==> config.mk <==
export PLATFORM = sky130hd
export DESIGN_NAME = read_machine
export DESIGN_NICKNAME = d
export VERILOG_FILES = /design/src/rtl/bus_pkg.sv /design/src/rtl/bus_timeout_cnt.sv /design/src/rtl/read_machine.sv
export SDC_FILE = /design/constraint.sdc
export NUM_CORES = 1
export LEC_CHECK = 0
export CORE_MARGIN = 2
export CORE_UTILIZATION = 47
export CTS_BUF_LIST = sky130_fd_sc_hd__clkbuf_16
export CTS_CLUSTER_DIAMETER = 150
export CTS_CLUSTER_SIZE = 24
export DETAILED_ROUTE_END_ITERATION = 12
export PLACE_DENSITY = 0.86
export SYNTH_ARGS = -nofsm -noshare
export SYNTH_HDL_FRONTEND = slang
export SYNTH_SLANG_ARGS = --single-unit
==> constraint.sdc <==
create_clock -name clk -period 3.9 [get_ports clk]
set_clock_uncertainty 0.05 [all_clocks]
set_input_delay 0.975 -clock clk [delete_from_list [all_inputs] [get_ports clk]]
set_output_delay 0.975 -clock clk [all_outputs]
set_load 0.01 [all_outputs]
==> src/rtl/bus_pkg.sv <==
// Shared bus definitions for the read and write machines: widths, state encodings,
// strobe polarities and the address sequencing helper.
package bus_pkg;

  localparam int unsigned ADDR_W = 32;
  localparam int unsigned DATA_W = 32;
  localparam int unsigned CNT_W  = 8;

  typedef enum logic [1:0] {
    ST_IDLE    = 2'b00,
    ST_REQ     = 2'b01,
    ST_RELEASE = 2'b10,
    ST_HOLD    = 2'b11
  } bus_state_e;

  // Bus strobes and acknowledges are active-low.
  localparam logic BUS_ASSERT   = 1'b0;
  localparam logic BUS_DEASSERT = 1'b1;

  // Sequential address with wrap from last back to base.
  function automatic logic [ADDR_W-1:0] next_addr(
    input logic [ADDR_W-1:0] addr,
    input logic [ADDR_W-1:0] base,
    input logic [ADDR_W-1:0] last
  );
    return (addr == last) ? base : addr + ADDR_W'(1);
  endfunction

endpackage

==> src/rtl/bus_timeout_cnt.sv <==
// REQ-phase watchdog: counts un-acknowledged request cycles and flags the last
// allowed one so the owning machine can abort the access.
module bus_timeout_cnt
  import bus_pkg::*;
#(
  parameter int unsigned TIMEOUT = 16
) (
  input  logic clk,
  input  logic reset,
  input  logic clear,
  input  logic enable,
  output logic expire_c
);

  logic [CNT_W-1:0] count;

  always_ff @(posedge clk or posedge reset) begin
    if (reset)       count <= '0;
    else if (clear)  count <= '0;
    else if (enable) count <= count + CNT_W'(1);
  end

  // Fires in the cycle whose increment would reach TIMEOUT-1.
  assign expire_c = enable && (count == CNT_W'(TIMEOUT - 2));

endmodule

==> src/rtl/read_machine.sv <==
// Read-only bus master: one address-strobed read per step_en, with a REQ-phase
// timeout and a one-word hand-off buffer towards the write machine.
module read_machine
  import bus_pkg::*;
#(
  parameter logic [ADDR_W-1:0] BASE_ADDR = 32'h0000_0000,
  parameter logic [ADDR_W-1:0] LAST_ADDR = 32'h0000_00FF,
  parameter int unsigned       TIMEOUT   = 16
) (
  input  logic              clk,
  input  logic              reset,
  input  logic              step_en,
  input  logic              ACK_N,
  input  logic [DATA_W-1:0] DI,
  input  logic              rd_ready,
  output logic              AS_N,
  output logic              WR_N,
  output logic [ADDR_W-1:0] AO,
  output logic [DATA_W-1:0] RDO,
  output logic              rd_valid,
  output logic              in_init,
  output logic [1:0]        current_read_state_out,
  output logic              stop_n_monitor,
  output logic              err
);

  bus_state_e state, next_state;
  logic       capture, advance, timeout_hit, cnt_clear;
  logic       cnt_en_c, expire_c;

  assign cnt_en_c = (state == ST_REQ) && (ACK_N == BUS_DEASSERT);

  bus_timeout_cnt #(.TIMEOUT(TIMEOUT)) u_timeout (
    .clk      (clk),
    .reset    (reset),
    .clear    (cnt_clear),
    .enable   (cnt_en_c),
    .expire_c (expire_c)
  );

  always_ff @(posedge clk or posedge reset) begin
    if (reset) state <= ST_IDLE;
    else       state <= next_state;
  end

  // Next state and one-cycle action strobes; ACK beats timeout in the same cycle.
  always_comb begin
    next_state  = state;
    capture     = 1'b0;
    advance     = 1'b0;
    timeout_hit = 1'b0;
    cnt_clear   = 1'b0;
    case (state)
      ST_IDLE: begin
        if (step_en) begin
          next_state = ST_REQ;
          cnt_clear  = 1'b1;
        end
      end
      ST_REQ: begin
        if (ACK_N == BUS_ASSERT) begin
          next_state = ST_RELEASE;
          capture    = 1'b1;
        end else if (expire_c) begin
          next_state  = ST_IDLE;
          timeout_hit = 1'b1;
        end
      end
      ST_RELEASE: begin
        if (ACK_N == BUS_DEASSERT) next_state = ST_HOLD;
      end
      ST_HOLD: begin
        if (rd_ready) begin
          next_state = ST_IDLE;
          advance    = 1'b1;
        end
      end
      default: next_state = ST_IDLE;
    endcase
  end

  // Registered outputs track the state being entered so they align with it.
  always_ff @(posedge clk or posedge reset) begin
    if (reset) begin
      AS_N                   <= BUS_DEASSERT;
      AO                     <= BASE_ADDR;
      RDO                    <= '0;
      rd_valid               <= 1'b0;
      in_init                <= 1'b1;
      stop_n_monitor         <= 1'b1;
      current_read_state_out <= ST_IDLE;
      err                    <= 1'b0;
    end else begin
      AS_N                   <= (next_state == ST_REQ) ? BUS_ASSERT : BUS_DEASSERT;
      rd_valid               <= (next_state == ST_HOLD);
      in_init                <= (next_state == ST_IDLE);
      stop_n_monitor         <= (next_state == ST_IDLE);
      current_read_state_out <= next_state;
      if (capture)     RDO <= DI;
      if (advance)     AO  <= next_addr(AO, BASE_ADDR, LAST_ADDR);
      if (timeout_hit) err <= 1'b1;
    end
  end

  assign WR_N = BUS_DEASSERT;

endmodule

# After elaboration in Yosys (flattened, before gate mapping)
# Index checks and enable logic that the tools add are counted.
# op_classes
n_addsub	2
eq_ne	7
mux	19
reduce_logical	5
# op_table
operator	n
$add A32 B1 Y32 const B	1
$eq A32 B8 Y1 const B	1
$mux W32	1
$mux W8	2
$mux W1	10
$mux W2	5
$add A8 B1 Y8 const B	1
$eq A8 B4 Y1 const B	1
$pmux W2 S4	1
$eq A2 B2 Y1 const B	3
$eq A2 B1 Y1 const B	2
$logic_not A2 Y1	2
$logic_and A1 B1 Y1	2
$reduce_bool A2 Y1	1
# word_totals
reg_bits	78
input_bits	37
output_inout_bits	72

# Longest topological paths before layout
# depth
ltp_word	8
mapped_depth	6
depth_no_buf	6

# Modules after synthesis
# From an unflattened synthesis, not the netlist that was laid out.
# unflattened
cells_unflattened	285
hier_area_um2	3509.6
# by_module_without_submodules
module	n_inst	cells_per_inst	area_each_um2	seq_area_each_um2
read_machine	1	242	3084.2	1754.2
bus_timeout_cnt	1	43	425.4	200.2

# Worst setup path after synthesis
# No wires, ideal clock.
# synth_path
path_type	input-to-reg
start	input port ACK_N
end	register RDO[10]
setup_ns	0.125
t_arrival_ns	1.960
required_time_ns	3.725
path_slack_ns	1.765
cell_stages	5
path_cell_list	inv_1 > and3_1 > clkbuf_1 > buf_2 > mux2_2
# synth_via
elab_chain_cells	2
# synth_lines
element	line	text
start: declaration	read_machine.sv:13	input logic ACK_N,
$mux W1	read_machine.sv:61	if (ACK_N == BUS_ASSERT) begin
$mux W1	read_machine.sv:53	case (state)
end signal: assignment	read_machine.sv:87	RDO <= '0;
end signal: assignment	read_machine.sv:99	if (capture) RDO <= DI;
end: declaration	read_machine.sv:19	output logic [DATA_W-1:0] RDO,
# Every way passes these cells.
# A chain may end at the register's enable or synchronous reset.

# Worst setup path in the final report
# layout_path
start	input port ACK_N
end	register RDO[27]
# The elaborated chain is that of the path after synthesis.

==> flow_summary.json <==
{
  "run_status": "finished clean",
  "reg2reg_slack_ns": 1.65,
  "ant_nets": 0,
  "port_buffers": 107,
  "synth_cells": 288,
  "whs_ns": 0.4232,
  "max_freq_ghz": 0.3663,
  "ys.flop_type": "dfrtp_1",
  "wl_per_cell_um": 16.43,
  "cp_cell_sequence": "clkdlybuf4s50_1 > inv_1 > and3_1 > buf_4 > mux2_2",
  "dp_hpwl_mm": 5.976,
  "arrival_ns": 2.88,
  "synth.top_cells.by_count": "76 x dfrtp_1, 33 x mux2_2, 23 x nand2_1, 23 x xnor2_1, 16 x nand3_1",
  "pin_count": 109,
  "synth.avg_cell_area_um2": 12.19,
  "path_buf_inv": 3,
  "max_cap_violations": 0,
  "yosys.area.top_type_share": 0.5419,
  "startpoint_type": "input pin",
  "drt_iter0_drc": 143,
  "cts_sinks": 78,
  "drive_above_1_share": 0.1773,
  "drc": 0,
  "crit_start": "ACK_N",
  "clockRootBuffer": "clkbuf_16",
  "maxSlewViolCount": 0,
  "post-cts-setup-buffers": 0,
  "dieHeight_um": 90.42,
  "vdd_drop_max_mv": 0.3712,
  "postSynth.asyncResetShare": 1.000,
  "pre_cts_slack_ns": 0.8196,
  "globalRouteTotalUtil": 0.2171,
  "endpoint": "RDO[27]",
  "cts_buffer_depth": 2,
  "areaGrowthSynthToFinish_pct": 42.57,
  "crit_path_max_incr_delay_ns": 0.49,
  "critPathCaptureType": "register",
  "coreArea_mm2": 0.007253,
  "fillCellCount": 552,
  "clkTransAtPathRegs_ns": 0.06,
  "via_per_inst": 5.366,
  "grt_pass1_vias": 2844,
  "seqPwrFrac": 0.391,
  "crit_family": "buffers and inverters",
  "ctsHoldBuffers": 0,
  "num_vias": 2710,
  "clkPwrFrac": 0.272,
  "post-route-util": 0.6898,
  "grt_pass1_wl_mm": 14.32,
  "period_share": 0.6999,
  "dp.cells": 489,
  "period_needed_ns": 2.730,
  "hp-start": "err",
  "path_max_fanout": 23,
  "firstDrtPassIters": 5,
  "r2r_end": "RDO[27]",
  "hold_violations": 0,
  "setup-violations-final": 0,
  "synth_edf_count": 0,
  "r2r_start": "current_read_state_out[1]",
  "die_w_um": 90.42,
  "powerDensity_mw_per_mm2": 640.1,
  "placementRows": 31,
  "cts-resized-gates": 0,
  "maxSlewHeadroom": 0.5116,
  "cp_slowest_cell": "clkdlybuf4s50_1",
  "synth.most_common_cell": "dfrtp_1",
  "r2r_cells": 4,
  "final_nets": 441,
  "syn_area_mm2": 0.003510,
  "grt_antenna_before_repair": 0,
  "tightest_slew_ns": 0.7315,
  "p_sw_frac": 0.2927,
  "die_area_mm2": 0.008175,
  "setup_tns_ns": 0,
  "path_class": "input pin to register",
  "cts_tree": "yes",
  "wirelength_mm": 8.299,
  "final.setup.worst_slack_ns": 1.170,
  "fin_cells": 505,
  "synth_cell_type_count": 49,
  "yosysWarnings": 0,
  "hold_class": "register to register",
  "p_switching_uw": 937.6,
  "cts_htree_levels": 3,
  "leakagePower_uw": 0.002168,
  "grt_max_degree": 37,
  "start_util": 0.4839,
  "comb_power_share": 0.337,
  "internal_power_uw": 2265,
  "cp_data_required_time_ns": 4.05,
  "gr-total-overflow": 0,
  "place.gp.congestion": 0.8869,
  "insertion_delay_ns": 0.33,
  "antenna_cells": 0,
  "syn_nets": 328,
  "ys_ff_latch": 78,
  "cts-buffers-inserted": 9,
  "synth_top_area_cell": "dfrtp_1",
  "rsz0062_at_grt": "false",
  "synth_area_leaders": "dfrtp_1 54%, mux2_2 11%, xnor2_1 5.7%",
  "yosysSeqAreaShare": 0.5569,
  "path_depth": 5
}
cells by family (layout without fill, tap and decap cells):
group | Yosys count | in the layout | share of synthesized area
adders and majority gates | 3 | 3 | 0.01070
and+or+nand+nor | 100 | 100 | 0.1726
other | 1 | 1 | 0.001068
buffers and inverters | 15 | 133 | 0.01961
muxes | 35 | 35 | 0.1116
DFF | 78 | 78 | 0.5569
AOI/OAI and AO/OA | 24 | 24 | 0.04777
xor gates and xnor gates | 32 | 32 | 0.07986
cell usage in the layout (no fill, tap or decap), types with 2 or more instances in the layout:
cell	instances
mux2_2	33
nor3_2	2
inv_1	6
clkdlybuf4s50_1	107
and4_4	2
o21ai_0	5
a22o_1	2
and2_1	2
buf_4	4
nand4_1	10
dfstp_2	2
nor2_1	13
xnor2_1	23
clkinv_2	2
ha_1	3
dfrtp_1	76
nor3_4	2
a21oi_1	5
xor2_1	9
nand3_1	16
a21o_1	2
nand2_1	23
bufinv_16	2
nand4_2	2
clkbuf_16	9
and3_1	7
mux2i_1	2
nor3_1	4
nor4_1	7
routing by layer:
metal / track usage / vias up / wire [µm] / part of all wire
met1: 0.2931 / 1330 / 3816 / 0.46
met4: 0.07564 / 0 / 91 / 0.011
li1: - / 1254 / - / -
met5: 0 / - / 0 / 0
met2: 0.3515 / 119 / 3878 / 0.47
met3: 0.04424 / 7 / 513 / 0.062
how the worst min path moves through the flow:
| stage | endpoint | slack (ns) | cells after the start |
|---|---|---|---|
| final | err | 0.42 | 1 |
| after global routing | err | 0.45 | 1 |
| after CTS | err | 0.42 | 1 |
| after detailed placement | err | 0.41 | 1 |
| after global placement | err | 0.41 | 1 |
| after floorplan | u_timeout.count[3] | 0.45 | 2 |
flip-flops by register name, indices dropped and copies added, names as in the netlist:
register                flops
current_read_state_out      2
AS_N                        1
rd_valid                    1
AO                         32
err                         1
stop_n_monitor              1
RDO                        32
u_timeout.count             8
cell type report:
| class | count | area, µm² | share of cell area |
|---|---|---|---|
| timing repair buffer | 111 | 1101 | 0.2201 |
| clock inverter | 7 | 90.09 | 0.01800 |
| clock buffer | 9 | 225.2 | 0.04501 |
| tap | 99 | 123.9 | 0.02476 |
| multi-input combinational | 195 | 1486 | 0.2971 |
| inverter | 6 | 22.52 | 0.004501 |
| sequential | 78 | 1954 | 0.3906 |
stage by stage:
step / power, µW / area (µm²)
6_report: 3203 / 5004
3_5_place_dp: 2349 / 4688
4_1_cts: 3232 / 5004
5_1_grt: 3373 / 5004
3_3_place_gp: 2303 / 4688
2_1_floorplan: 1762 / 3510
power by group through the flow:
stage / registers [µW] / clock network (µW) / logic [µW]
2_1_floorplan: 1310 / 0 / 454
3_3_place_gp: 1250 / 0 / 1050
3_5_place_dp: 1260 / 0 / 1090
4_1_cts: 1250 / 886 / 1090
5_1_grt: 1290 / 919 / 1160
6_report: 1250 / 870 / 1080
Power figures use the tool's default switching activity.
